$ cat src/rtl/rim_pkg.sv
// Shared types and helpers for the rat-in-maze solver.
package rim_pkg;

  typedef enum logic [2:0] {
    S_IDLE,
    S_LOAD,
    S_SOLVE,
    S_OUTPUT,
    S_FAIL
  } state_e;

  // Grid coordinate, wide enough for the largest legal grid (16 x 16).
  typedef struct packed {
    logic [3:0] row;
    logic [3:0] col;
  } coord_t;

  // Width of a row/column index for an n x n grid, never less than one bit.
  function automatic int CW(input int n);
    return (n < 3) ? 1 : $clog2(n);
  endfunction

  // Number of cells on any down/right path from corner to corner.
  function automatic int PATH_LEN(input int n);
    return 2 * n - 1;
  endfunction

endpackage

$ cat src/rtl/rim_branch_stack.sv
// LIFO of branch points {row, col, k} used by the depth-first search.
module rim_branch_stack #(
  parameter int DEPTH = 14,
  parameter int EW    = 10
) (
  input  logic          clk,
  input  logic          rst_n,
  input  logic          clr_i,
  input  logic          push_i,
  input  logic          pop_i,
  input  logic [EW-1:0] push_data_i,
  output logic [EW-1:0] top_o,
  output logic          empty_o
);

  localparam int PW = $clog2(DEPTH + 1);

  logic [PW-1:0] ptr_q;
  logic [EW-1:0] mem_q [0:(1<<PW)-1];

  // Stack pointer: cleared per frame, grows on push, shrinks on pop.
  always_ff @(posedge clk or negedge rst_n) begin
    if (!rst_n) begin
      ptr_q <= '0;
    end else if (clr_i) begin
      ptr_q <= '0;
    end else if (push_i && (ptr_q != PW'(DEPTH))) begin
      ptr_q <= ptr_q + PW'(1);
    end else if (pop_i && (ptr_q != '0)) begin
      ptr_q <= ptr_q - PW'(1);
    end
  end

  // Entry storage; contents above the pointer are don't-care.
  always_ff @(posedge clk) begin
    if (push_i && !clr_i && (ptr_q != PW'(DEPTH))) begin
      mem_q[ptr_q] <= push_data_i;
    end
  end

  assign top_o   = mem_q[ptr_q - PW'(1)];
  assign empty_o = (ptr_q == '0);

endmodule

$ cat src/rtl/rim_solver_p.sv
// Rat-in-maze solver for an N x N grid: load rows, depth-first search with
// down/right moves, then stream the path or a no-path beat.
// Optional macro RIM_SOLVE_CNT_EN adds solve_cnt_o (cycles spent in SOLVE).
module rim_solver_p
  import rim_pkg::*;
#(
  parameter int N        = 8,
  parameter int DIR_PRIO = 0
) (
  input  logic               clk,
  input  logic               rst_n,
  input  logic               in_valid_i,
  input  logic [N-1:0]       maze_i,
  output logic               busy_o,
  output logic               out_valid_o,
  output logic [CW(N)-1:0]   out_row_o,
  output logic [CW(N)-1:0]   out_col_o,
  output logic               out_last_o,
`ifdef RIM_SOLVE_CNT_EN
  output logic [15:0]        solve_cnt_o,
`endif
  output logic               no_path_o
);

  localparam int RCW  = CW(N);
  localparam int PLEN = PATH_LEN(N);
  localparam int KW   = $clog2(PLEN);
  localparam int EW   = 2 * RCW + KW;
  localparam logic [RCW-1:0] LASTRC = RCW'(N - 1);
  localparam logic [KW-1:0]  LASTK  = KW'(PLEN - 1);

  state_e          state_q, state_d;
  logic [N-1:0]    map_q [N];
  coord_t          path_q [PLEN];
  logic [RCW-1:0]  r_q, c_q, rowCnt_q, rowP1, colP1;
  logic [KW-1:0]   k_q, outIdx_q;
  logic            startChk_q;
  logic            curOpen, canDown, canRight, goDown, goRight;
  logic            stkPush, stkPop, recordCell, frameStart;
  logic [EW-1:0]   stkTop;
  logic            stkEmpty;
  logic [RCW-1:0]  popR, popC;
  logic [KW-1:0]   popK;

  assign rowP1      = r_q + RCW'(1);
  assign colP1      = c_q + RCW'(1);
  assign frameStart = (state_q == S_IDLE) && in_valid_i;
  assign {popR, popC, popK} = stkTop;

  rim_branch_stack #(
    .DEPTH (2 * N - 2),
    .EW    (EW)
  ) u_stack (
    .clk         (clk),
    .rst_n       (rst_n),
    .clr_i       (frameStart),
    .push_i      (stkPush),
    .pop_i       (stkPop),
    .push_data_i ({r_q, c_q, k_q}),
    .top_o       (stkTop),
    .empty_o     (stkEmpty)
  );

  // State register.
  always_ff @(posedge clk or negedge rst_n) begin
    if (!rst_n) state_q <= S_IDLE;
    else        state_q <= state_d;
  end

  // Next state, search move selection and result outputs.
  always_comb begin
    state_d     = state_q;
    curOpen     = map_q[r_q][c_q];
    canDown     = (r_q != LASTRC) && map_q[rowP1][c_q];
    canRight    = (c_q != LASTRC) && map_q[r_q][colP1];
    goDown      = 1'b0;
    goRight     = 1'b0;
    stkPush     = 1'b0;
    stkPop      = 1'b0;
    recordCell  = 1'b0;
    busy_o      = (state_q != S_IDLE);
    out_valid_o = 1'b0;
    out_last_o  = 1'b0;
    no_path_o   = 1'b0;
    out_row_o   = '0;
    out_col_o   = '0;
    case (state_q)
      S_IDLE: begin
        if (in_valid_i) state_d = (N == 1) ? S_SOLVE : S_LOAD;
      end
      S_LOAD: begin
        if (!in_valid_i)               state_d = S_IDLE;
        else if (rowCnt_q == LASTRC)   state_d = S_SOLVE;
      end
      S_SOLVE: begin
        if (startChk_q && !curOpen) begin
          state_d = S_FAIL;
        end else begin
          recordCell = 1'b1;
          if ((r_q == LASTRC) && (c_q == LASTRC)) begin
            state_d = S_OUTPUT;
          end else if (canDown && canRight) begin
            stkPush = 1'b1;
            if (DIR_PRIO == 0) goRight = 1'b1;
            else               goDown  = 1'b1;
          end else if (canRight) begin
            goRight = 1'b1;
          end else if (canDown) begin
            goDown = 1'b1;
          end else if (!stkEmpty) begin
            stkPop = 1'b1;
          end else begin
            state_d = S_FAIL;
          end
        end
      end
      S_OUTPUT: begin
        out_valid_o = 1'b1;
        out_row_o   = RCW'(path_q[outIdx_q].row);
        out_col_o   = RCW'(path_q[outIdx_q].col);
        out_last_o  = (outIdx_q == LASTK);
        if (outIdx_q == LASTK) state_d = S_IDLE;
      end
      S_FAIL: begin
        out_valid_o = 1'b1;
        out_last_o  = 1'b1;
        no_path_o   = 1'b1;
        state_d     = S_IDLE;
      end
      default: state_d = S_IDLE;
    endcase
  end

  // Maze map, search position, recorded path and output beat index.
  always_ff @(posedge clk or negedge rst_n) begin
    if (!rst_n) begin
      for (int i = 0; i < N; i++) map_q[i] <= '0;
      for (int i = 0; i < PLEN; i++) path_q[i] <= '0;
      r_q        <= '0;
      c_q        <= '0;
      k_q        <= '0;
      rowCnt_q   <= '0;
      outIdx_q   <= '0;
      startChk_q <= 1'b0;
    end else begin
      case (state_q)
        S_IDLE: begin
          if (in_valid_i) begin
            map_q[0]   <= maze_i;
            rowCnt_q   <= RCW'(1);
            r_q        <= '0;
            c_q        <= '0;
            k_q        <= '0;
            startChk_q <= 1'b1;
          end
        end
        S_LOAD: begin
          if (in_valid_i) begin
            map_q[rowCnt_q] <= maze_i;
            rowCnt_q        <= rowCnt_q + RCW'(1);
          end
        end
        S_SOLVE: begin
          startChk_q <= 1'b0;
          if (recordCell) begin
            path_q[k_q]       <= '{row: 4'(r_q), col: 4'(c_q)};
            map_q[r_q][c_q]   <= 1'b0;
          end
          if (goDown) begin
            r_q <= rowP1;
            k_q <= k_q + KW'(1);
          end else if (goRight) begin
            c_q <= colP1;
            k_q <= k_q + KW'(1);
          end else if (stkPop) begin
            r_q <= popR;
            c_q <= popC;
            k_q <= popK;
          end
          outIdx_q <= '0;
        end
        S_OUTPUT: begin
          outIdx_q <= outIdx_q + KW'(1);
        end
        default: begin
        end
      endcase
    end
  end

`ifdef RIM_SOLVE_CNT_EN
  logic [15:0] runCnt_q, solveCnt_q;

  // Count SOLVE cycles and publish the total when the search finishes.
  always_ff @(posedge clk or negedge rst_n) begin
    if (!rst_n) begin
      runCnt_q   <= '0;
      solveCnt_q <= '0;
    end else if (frameStart) begin
      runCnt_q   <= '0;
      solveCnt_q <= '0;
    end else if (state_q == S_SOLVE) begin
      runCnt_q <= runCnt_q + 16'd1;
      if (state_d != S_SOLVE) solveCnt_q <= runCnt_q + 16'd1;
    end
  end

  assign solve_cnt_o = solveCnt_q;
`endif

endmodule

$ cat config.mk
export PLATFORM = sky130hd
export DESIGN_NAME = rim_solver_p
export DESIGN_NICKNAME = d
export VERILOG_FILES = /design/src/rtl/rim_pkg.sv /design/src/rtl/rim_branch_stack.sv /design/src/rtl/rim_solver_p.sv
export SDC_FILE = /design/constraint.sdc
export NUM_CORES = 1
export LEC_CHECK = 0
export ABC_AREA = 1
export CAP_MARGIN = 0
export CORE_MARGIN = 4
export CORE_UTILIZATION = 25
export CTS_CLUSTER_SIZE = 14
export DETAILED_ROUTE_END_ITERATION = 8
export RECOVER_POWER = 25
export SETUP_SLACK_MARGIN = 0.15
export SKIP_LAST_GASP = 1
export SLEW_MARGIN = 30
export SYNTH_ARGS = -nofsm -noshare
export SYNTH_HDL_FRONTEND = slang
export SYNTH_HIERARCHICAL = 1
export SYNTH_SLANG_ARGS = --single-unit
export TNS_END_PERCENT = 100
$ cat constraint.sdc
create_clock -name clk -period 4 [get_ports clk]
set_input_delay 0.4 -clock clk [delete_from_list [all_inputs] [get_ports clk]]
set_output_delay 0.4 -clock clk [all_outputs]
set_load 0.02 [all_outputs]
# [After elaboration in Yosys (flattened, before gate mapping)]
# Memory sizes are Yosys's and may differ from the RTL's.
# Index checks and enable logic that the tools add are counted.
[word_totals] reg_bits=209 ramBits=160 in_bits=11 output_inout_bits=10 word_cells=227 memories=1
[classes] add_sub_neg=7 n_lt_le_gt_ge=11 eq_ne=25 n_mux=94 bitwise=7 n_reduce_logical=36
[memory_table] name="u_stack.mem_q" words=16 width=10 rd=1 rd_ports_with_merged_regs=0 write_ports=1 line="rim_branch_stack.sv:19" rtl="logic [EW-1:0] mem_q [0:(1<<PW)-1];"
[op_table] operator="64-bit two-way mux" n=2
[op_table] operator="120-bit bitwise mux" n=1
[op_table] operator="56-bit case mux with 2 select lines" n=1
[op_table] operator="64-bit AND" n=1
[op_table] operator="64-bit bitwise mux" n=1
[op_table] operator="8-bit two-way mux" n=8
[op_table] operator="64-bit inverter" n=1
[op_table] operator="3-bit two-way mux" n=20
[op_table] operator="8-bit binary-select mux with 3-bit select" n=2
[op_table] operator="8-bit demux with 3-bit select" n=2
[op_table] operator="1-bit two-way mux" n=33
[op_table] operator="8-bit binary-select mux with 4-bit select" n=1
[op_table] operator="8-bit demux with 4-bit select" n=1
[op_table] operator="4-bit two-way mux" n=7
[op_table] operator="8-bit case mux with 3 select lines" n=1
[op_table] operator="4-bit inequality test, second input constant" n=5
[op_table] operator="3-bit case mux with 2 select lines" n=3
[op_table] operator="4-bit case mux with 2 select lines" n=2
[op_table] operator="1-bit logical AND" n=14
[op_table] operator="7-bit two-way mux" n=2
[op_table] operator="4-bit by 1-bit adder with 4-bit output, second input constant" n=3
[op_table] operator="3-bit == test, second input constant" n=4
[op_table] operator="4-bit >= comparator, second input constant" n=3
[op_table] operator="3-bit inequality test, second input constant" n=4
[op_table] operator="other kinds (30)" n=58

# [Depth between registers and ports, before layout]
# Gate-level depths: netlist of the first run.
[logic_depth] depth_word=18 mapped_depth=20 ltp_nobuf=19

# [Cells and area by module]
# The synthesis of the first run kept the hierarchy.
[modules_own_cells] module="rim_solver_p" instances=1 cells_each=1455 area_each_um2=10730.3 seq_area_each_um2=4379.2
[modules_own_cells] module="rim_branch_stack" instances=1 cells_each=726 area_each_um2=7327.0 seq_area_each_um2=4904.7

# [Worst setup path before layout of the first run]
# No wires, ideal clock.
[synth_timing] path_type="register -> register" start="reg r_q[1]" end="mem u_stack.mem_q[10][0], enable pin" setup_ps=390 arrival_time_ps=3133 required_ps=3610 setup_slack_ps=477 path_stages_with_launch=15 n_path_buf=2 period_less_slack_ps=3523 path_cell_list="dfrtp_1 > ha_1 > buf_2 > inv_1 > buf_2 > o211ai_1 > nand3_1 > nand3_1 > nand2_1 > nor2_1 > nand2_1 > nand2_1 > nor2_1 > nand3_1 > nor3_1"
[synth_between] elab_chain_cells=17 elab_cells_between_ends=31 cone_classes="add/sub (1); eq/ne (2); mux (18); bitwise (2); reduce/logical (8)"
[synth_lines] element="start: declaration" line="rim_solver_p.sv:35" rtl="logic [RCW-1:0] r_q, c_q, rowCnt_q, rowP1, colP1;"
[synth_lines] element="start signal: assignment" line="rim_solver_p.sv:170" rtl="r_q <= rowP1;"
[synth_lines] element="start signal: assignment" line="rim_solver_p.sv:176" rtl="r_q <= popR;"
[synth_lines] element="3-bit by 1-bit adder with 3-bit output" line="rim_solver_p.sv:45" rtl="assign rowP1 = r_q + RCW'(1);"
[synth_lines] element="3-bit inverter with 4-bit output (not written as such)" line="rim_solver_p.sv:74" rtl="canDown = (r_q != LASTRC) && map_q[rowP1][c_q];"
[synth_lines] element="8-bit binary-select mux with 3-bit select" line="rim_solver_p.sv:74"
[synth_lines] element="8-bit two-way mux (not written as such) (2 in series)" line="rim_solver_p.sv:74"
[synth_lines] element="1-bit binary-select mux with 3-bit select" line="rim_solver_p.sv:74"
[synth_lines] element="1-bit two-way mux (not written as such)" line="rim_solver_p.sv:74"
[synth_lines] element="1-bit logical AND" line="rim_solver_p.sv:74"
[synth_lines] element="1-bit logical AND" line="rim_solver_p.sv:102" rtl="end else if (canDown && canRight) begin"
[synth_lines] element="1-bit two-way mux" line="rim_solver_p.sv:102"
[synth_lines] element="1-bit two-way mux" line="rim_solver_p.sv:100" rtl="if ((r_q == LASTRC) && (c_q == LASTRC)) begin"
[synth_lines] element="1-bit two-way mux (*)" line="rim_solver_p.sv:96" rtl="if (startChk_q && !curOpen) begin"
[synth_lines] element="1-bit two-way mux (*)" line="rim_solver_p.sv:87" rtl="case (state_q)"
[synth_lines] element="net stkPush" line="rim_solver_p.sv:39" rtl="logic stkPush, stkPop, recordCell, frameStart;"
[synth_lines] element="1-bit logical AND (*) (2 in series)" line="rim_branch_stack.sv:36" rtl="if (push_i && !clr_i && (ptr_q != PW'(DEPTH))) begin"
[synth_lines] element="1-bit two-way mux (*)" line="rim_branch_stack.sv:36"
[synth_lines] element="1-bit two-way mux (not written as such) (*)" line="rim_branch_stack.sv:37" rtl="mem_q[ptr_q] <= push_data_i;"
[synth_lines] element="end: declaration" line="rim_branch_stack.sv:19"
# The timed path passes the listed nets; every way through them passes the cells marked *. The select of a mux whose other input is x is not followed.

# [Worst setup path in the final report of the first run]
[layout_timing] start="reg r_q[1]" end="mem u_stack.mem_q[5][2], enable pin"
# The elaborated chain is that of the path after synthesis.

==> metrics.txt, run 1 <==
sequential share of the synthesized area=between 50% and 60%; worst hold stages=2; first-pass iteration count of the detailed router=6; leak pwr=approximately 8.8 nW; Max Cap Viol=1; hold violation count in the final report=0; Crit Path Class=reg -> reg; Final nets=2215; Max-slew headroom=-89.1%; area occupied by registers=~0.0093 mm^2; failing checks=capacitance limit, slew limit; max incr delay on CP=slightly above 500 ps; first-pass GRT wire length=81.1 mm; Die Area=around 0.077 mm^2; Async S/R FF share, synth=a little over half; Synth cell types=38; Seq cells post-synth=roughly 340; Primary FF master, synth=dfrtp_1; core area=about 0.07 mm^2; DPL Wire Length=about 33 mm; highest clock rate=approximately 280 MHz; residual DRC count=0; CTS Sinks=between 300 and 400; Worst setup SP type=flip-flop; largest net degree at the start of global routing=around 110; DRT iter0 DRCs=about 1400; IO buf count=20; crit path max-delay cell type=ha_1; Crit path top cell by count=nand2_1; Avg Cell Area, Syn=between 8 and 9 um^2; layout cell share with drive strength beyond 1=approximately a tenth; Final ANT Viol Nets=0; Multi-input gate area=between 0.007 and 0.008 mm^2; CP required=roughly 4300 ps; total track usage=between 10% and 20%; Die Wd=277 um; # rows=98; H-tree lvl count=2; YS warnings=6; hold_sp=path_q[106]$_DFFE_PN0P_; Critical R2R Capture=u_stack/mem_q[5][2]$_DFFE_PP_; CP max FO=10; worst vdd ir=roughly 0.52 mV; number of global-route vias before repair=14200; Starting Density=between 20 and 30%; Pwr Density=roughly 740 mW/mm^2; Setup-failing EPs final=0; worst-path cell chain=ha_1 -> ha_1 -> inv_1 -> nand3_1 -> nand3_1 -> nand2_1 -> nor2_1 -> nand2_1 -> nand2_1 -> nor2_2 -> nand3_2 -> inv_2 -> nand2_1 -> nor2_1 -> buf_4; Clock Skews=roughly 22 ps; DR vias/cell=4.70; initial antenna violation count=1; Diodes inserted=0; outcome=finished, violations left; final WL=51.5 mm; clock buffer count from CTS=39; vias=approximately 15000; fin. max-slew vios=110; Max clock buf depth=3; GPL Wtd Cong=0.911; actual slew at the worst max-slew pin=between 2000 and 3000 ps; Crit path arrival time=around 3900 ps; Mapped Cells=2181; RSZ-0062 raised after global routing=no; I/O Pins=21; number of synthesized flops with an enable pin=between 150 and 200; Mapped Area=between 0.015 and 0.02 mm^2; flop-to-flop setup slack=between 400 and 500 ps; Die Y=around 280 um; Tmin final=~3600 ps; CP endpoint kind=flip-flop; clock latency on the worst-skew pair=around 570 ps; CTS tree=yes; DP Area=a little under 0.02 mm^2; min-delay worst type=reg -> reg; Final period util=between 80% and 90%; fill count=approximately 7600; gr ovfl total=0; CTS clk-pin slew, worst paths=roughly 60 ps; WHS Endpoint=path_q[106]$_DFFE_PN0P_; r2r worst-path depth=15; design area=0.0205 mm^2; WL per Instance=16.2 um; Fin Setup TNS=0 ps; Layout area overhead=13.8%; clk root buf=clkbuf_16; RR Startpoint=r_q[1]$_DFFE_PN0P_
cell type report:
type / count / share of cell area [%]
Clock buffer: 48 / 5.16
Clock inverter: 24 / 1.07
Inverter: 258 / 4.73
Multi-Input combinational cell: 1478 / 35.2
Sequential cell: 339 / 45.2
Tap cell: 950 / 5.78
Timing Repair Buffer: 71 / 2.88
flip-flops by register name, indices dropped and copies added (netlist names):
register	flops
state_q	3
c_q	3
map_q	64
k_q	4
path_q	90
startChk_q	1
r_q	3
u_stack/mem_q	160
rowCnt_q	3
outIdx_q	4
u_stack/ptr_q	4
stage by stage:
stage	hold slack [ps]	instances	util (%)	power, mW	setup slack [ps]
2_1_floorplan	104	2190	-	9.61	477
3_3_place_gp	467	3095	27.0	11.6	302
3_5_place_dp	473	3095	27.0	11.6	339
4_1_cts	5.35	3167	28.8	15.2	278
5_1_grt	498	3168	28.7	16.2	184
6_report	481	3168	28.7	15.2	412
cell usage in the layout, fill, tap and decap left out, types with 6 or more instances in the layout:
cell,instances
a21oi_4,8
nand2_1,648
conb_1,10
clkbuf_1,11
o22ai_1,70
clkinv_2,9
nand2_2,8
buf_4,40
nor2_2,7
a31oi_1,8
o221ai_1,14
nor3_1,6
inv_1,243
edfxtp_1,160
clkinv_1,8
nor2_1,98
o21ai_1,86
a21oi_1,11
o211ai_1,11
clkbuf_16,39
dfrtp_1,178
inv_2,11
clkdlybuf4s50_1,19
ha_1,17
o21ai_0,158
nand3_1,239
o21ai_2,56
layer usage:
metal	wire length, um	share of wire [%]	track usage, %
met1	22900	44	18.0
met2	23800	46	21.0
met3	3350	6.5	2.26
met4	1470	2.8	4.14
met5	0	0	0
worst max path at each step:
stage                  startpoint                              to  depth (start not counted)
2_1_floorplan  r_q[1]$_DFFE_PN0P_  u_stack/mem_q[10][0]$_DFFE_PP_                         14
3_3_place_gp   c_q[0]$_DFFE_PN0P_   u_stack/mem_q[9][6]$_DFFE_PP_                         15
3_5_place_dp   r_q[1]$_DFFE_PN0P_  u_stack/mem_q[13][6]$_DFFE_PP_                         15
4_1_cts        r_q[1]$_DFFE_PN0P_   u_stack/mem_q[5][2]$_DFFE_PP_                         15
5_1_grt                     rst_n    u_stack/ptr_q[0]$_DFFE_PN0P_                          2
6_report       r_q[1]$_DFFE_PN0P_   u_stack/mem_q[5][2]$_DFFE_PP_                         15
cell usage after synthesis, types with 14 or more instances:
cell	count	area, um^2
buf_2	52	260
clkbuf_1	36	135
dfrtp_1	179	4480
edfxtp_1	160	4800
ha_1	17	213
inv_1	243	912
nand2_1	648	2430
nand3_1	240	1200
nor2_1	99	372
o21ai_0	158	791
o21ai_1	86	430
o21ai_2	56	490
o221ai_1	14	123
o22ai_1	70	438
power breakdown:
group	internal, mW	switching (mW)
sequential	4.25	0.313
combinational	2.10	4.98
clock	2.04	1.48
total	8.38	6.77
what timing repair did:
item	CTS	global route
buffers inserted	0	0
gates resized for setup	0	2
hold buffers	0	1
hold endpoints to repair	0	10
endpoints found under the setup margin	0	120
critical path, delay by kind of cell, from the launching register on:
| family | cells | cell delay, ps |
|---|---|---|
| buffers and inverters | 3 | 590 |
| flip-flops | 1 | 480 |
| AND/OR/NAND/NOR | 10 | 1430 |
| adder cells (fa/ha/maj) | 2 | 740 |
cells by family after synthesis:
logic type / share of synthesized area [%]
buffers and inverters: 8.84
AO/OA/AOI/OAI: 14.4
adder cells (fa/ha/maj): 1.18
flip-flops: 51.4
AND/OR/NAND/NOR: 23.8
XOR/XNOR: 0.333
other: 0.0208
No activity file was read; power rests on OpenSTA's default activity.
==> run 2, diff against run 1 <==
- SLEW_MARGIN: 30 -> unset
==> run 2 against run 1 <==
- the run still ends with capacitance limit, slew limit left
- clock-buffer cell count increased by 3
- utilization decreased by 0.12 points
- cell count shrank 0.16%
- maximum frequency up 0.18%
- worst setup slack improved by 6.6 ps
- flip-flop and latch count stayed put
- clock power down 3%
- critical path type is now reg -> out
- critical endpoint is now out_col_o[0]
- largest cell class unchanged
- largest power group unchanged
==> metrics.txt, run 2 (same netlist as run 1, synthesis figures left out) <==
clock buffer count from CTS=38 (-2.6%); Starting Density=25.3% (unchanged); DR vias/cell=4.72 (+0.48%); I/O Pins=21 (unchanged); worst setup path startpoint=outIdx_q[1]$_DFFE_PN0P_; number of global-route vias before repair=14400 (+1.2%); Clock Skews=22.4 ps (-0.00690 ps); Worst setup SP type=flip-flop; final WL=51.7 mm (+0.53%); DP Area=0.0193 mm^2 (about the same); gr busiest metal=met2; Die Area=0.0766 mm^2 (unchanged); min-delay worst type=reg -> reg; core area=0.0715 mm^2 (unchanged); WL per Instance=16.4 um (+0.69%); CTS Hold Bufs=0 (unchanged); Max-slew headroom=-90.5% (-1.4 points); CTS Sinks=339 (unchanged); # rows=98 (unchanged); worst vdd ir=0.455 mV (-12%); first-pass GRT wire length=82.1 mm (+1.2%); Final period util=89.5% (-0.16 points); CP max FO=25 (+15); clock latency on the worst-skew pair=560 ps (about the same); Crit Path Class=reg -> out; met1 Usage GRT=18.5% (+0.53 points); leak pwr=8.76 nW (-0.35%); fill count=7549 (-0.66%); Multi-input gate area=0.00722 mm^2 (-0.12%); GR Util met2=21.1% (+0.17 points); first-pass iteration count of the detailed router=6 (unchanged); CP required=3600 ps (-660 ps); Fin Setup TNS=0 ps (unchanged); top flop regs=u_stack/mem_q (160), path_q (90), map_q (64); worst hold stages=2 (unchanged); commonest non-fill, non-tap cell in the layout=nand2_1; H-tree lvl count=2 (unchanged); RR Startpoint=c_q[0]$_DFFE_PN0P_; Final nets=2213 (-0.090%); actual slew at the worst max-slew pin=2860 ps (+21.0 ps); pre-CTS WS=318 ps (-21.4 ps); CTS clk-pin slew, worst paths=60 ps (about the same); CP endpoint kind=primary output; Tmin final=3580 ps (-6.57 ps); GR Util met3=1.79% (-0.47 points); Pwr Density=737 mW/mm^2 (-0.12%); flop-to-flop setup slack=510 ps (+100 ps); Max Cap Viol=1 (unchanged); outcome=finished, violations left; GPL Wtd Cong=0.911 (unchanged); Final WS setup=419 ps (+6.57 ps); Max clock buf depth=3 (unchanged); DPL Wire Length=33.5 mm (about the same); design area=0.0205 mm^2 (-0.43%); number of flip-flops in the largest register=160 (unchanged); failing checks=capacitance limit, slew limit; highest clock rate=279 MHz (+0.18%); initial antenna violation count=1 (unchanged); hold_sp=path_q[17]$_DFFE_PN0P_; Critical R2R Capture=u_stack/mem_q[5][2]$_DFFE_PP_; Layout area overhead=13.3%; post-layout util=28.6% (-0.12 points); most frequent cells in the layout=nand2_1 (648), inv_1 (243), nand3_1 (239); WHS Endpoint=path_q[17]$_DFFE_PN0P_; clk root buf=clkbuf_16; vias=14900 (+0.32%); DRT iter0 DRCs=1349 (-3.9%); most flop-heavy register=u_stack/mem_q; Final ANT Viol Nets=0 (unchanged); Diodes inserted=0 (unchanged); gr ovfl total=0 (unchanged); total track usage=13.2% (+0.11 points); Die Wd=277 um (unchanged); Die Y=277 um (unchanged); Crit path arrival time=3180 ps (-670 ps); residual DRC count=0 (unchanged); hold violation count in the final report=0 (unchanged); fin. max-slew vios=110 (unchanged); r2r worst-path depth=15 (unchanged); IO buf count=20 (unchanged); Setup-failing EPs final=0 (unchanged); layout cell share with drive strength beyond 1=9.53% (-0.069 points); Post-CTS Resized=0 (unchanged); CTS tree=yes; largest net degree at the start of global routing=111 (unchanged); area occupied by registers=0.00929 mm^2 (unchanged); postcts setup bufs=0 (unchanged); RSZ-0062 raised after global routing=no
run 2: changes by cell type in the layout (fill, tap and decap cells not counted), sizes merged:
cell,change
buf,+2
dlygate4sd3,-1
clkinvlp,-2
clkinv,-5
clkbuf,+1
run 2: how the worst max path moves through the flow:
stage                     cells after the start  slack, ps                        endpoint
final                                         6        420                    out_col_o[0]
after global routing                          6        240                    out_col_o[0]
after CTS                                    15        310   u_stack/mem_q[5][2]$_DFFE_PP_
after detailed placement                     15        320  u_stack/mem_q[13][6]$_DFFE_PP_
after global placement                       15        300   u_stack/mem_q[9][6]$_DFFE_PP_
after floorplan                              14        480  u_stack/mem_q[10][0]$_DFFE_PP_
run 2: power by group:
group	total [mW]	switching, mW	internal, mW
Clock	3.41	1.44	1.98
Sequential	4.56	0.311	4.24
Combinational	7.10	5.00	2.10
run 2: final cells by class:
cell class | instances | share of cell area [%]
inverters | 258 | 4.75
clock buffers | 51 | 5.13
multi-input cells | 1478 | 35.3
repair buffers | 70 | 2.88
clock inverters | 17 | 0.746
flip-flops and latches | 339 | 45.4
well taps | 950 | 5.81
run 2: per-stage QoR:
stage	instances	power (mW)	hold slack (ps)
5_1_grt	3163	16.1	497
3_3_place_gp	3095	11.6	467
4_1_cts	3163	15.1	18.0
2_1_floorplan	2190	9.61	104
6_report	3163	15.1	486
3_5_place_dp	3095	11.6	473
run 2: layer usage:
metal | wire [um] | vias to the layer above
li1 | - | 7210
met4 | 1340 | 0
met1 | 23300 | 7127
met3 | 3210 | 85
met5 | 0 | -
met2 | 23900 | 508
run 2: worst max-delay path, stage by stage, from the launching register on:
cell	delay [ps]
dfrtp_1	370
inv_1	620
o21ai_0	200
o221ai_1	200
o211ai_1	190
a31oi_1	340
clkdlybuf4s50_1	700
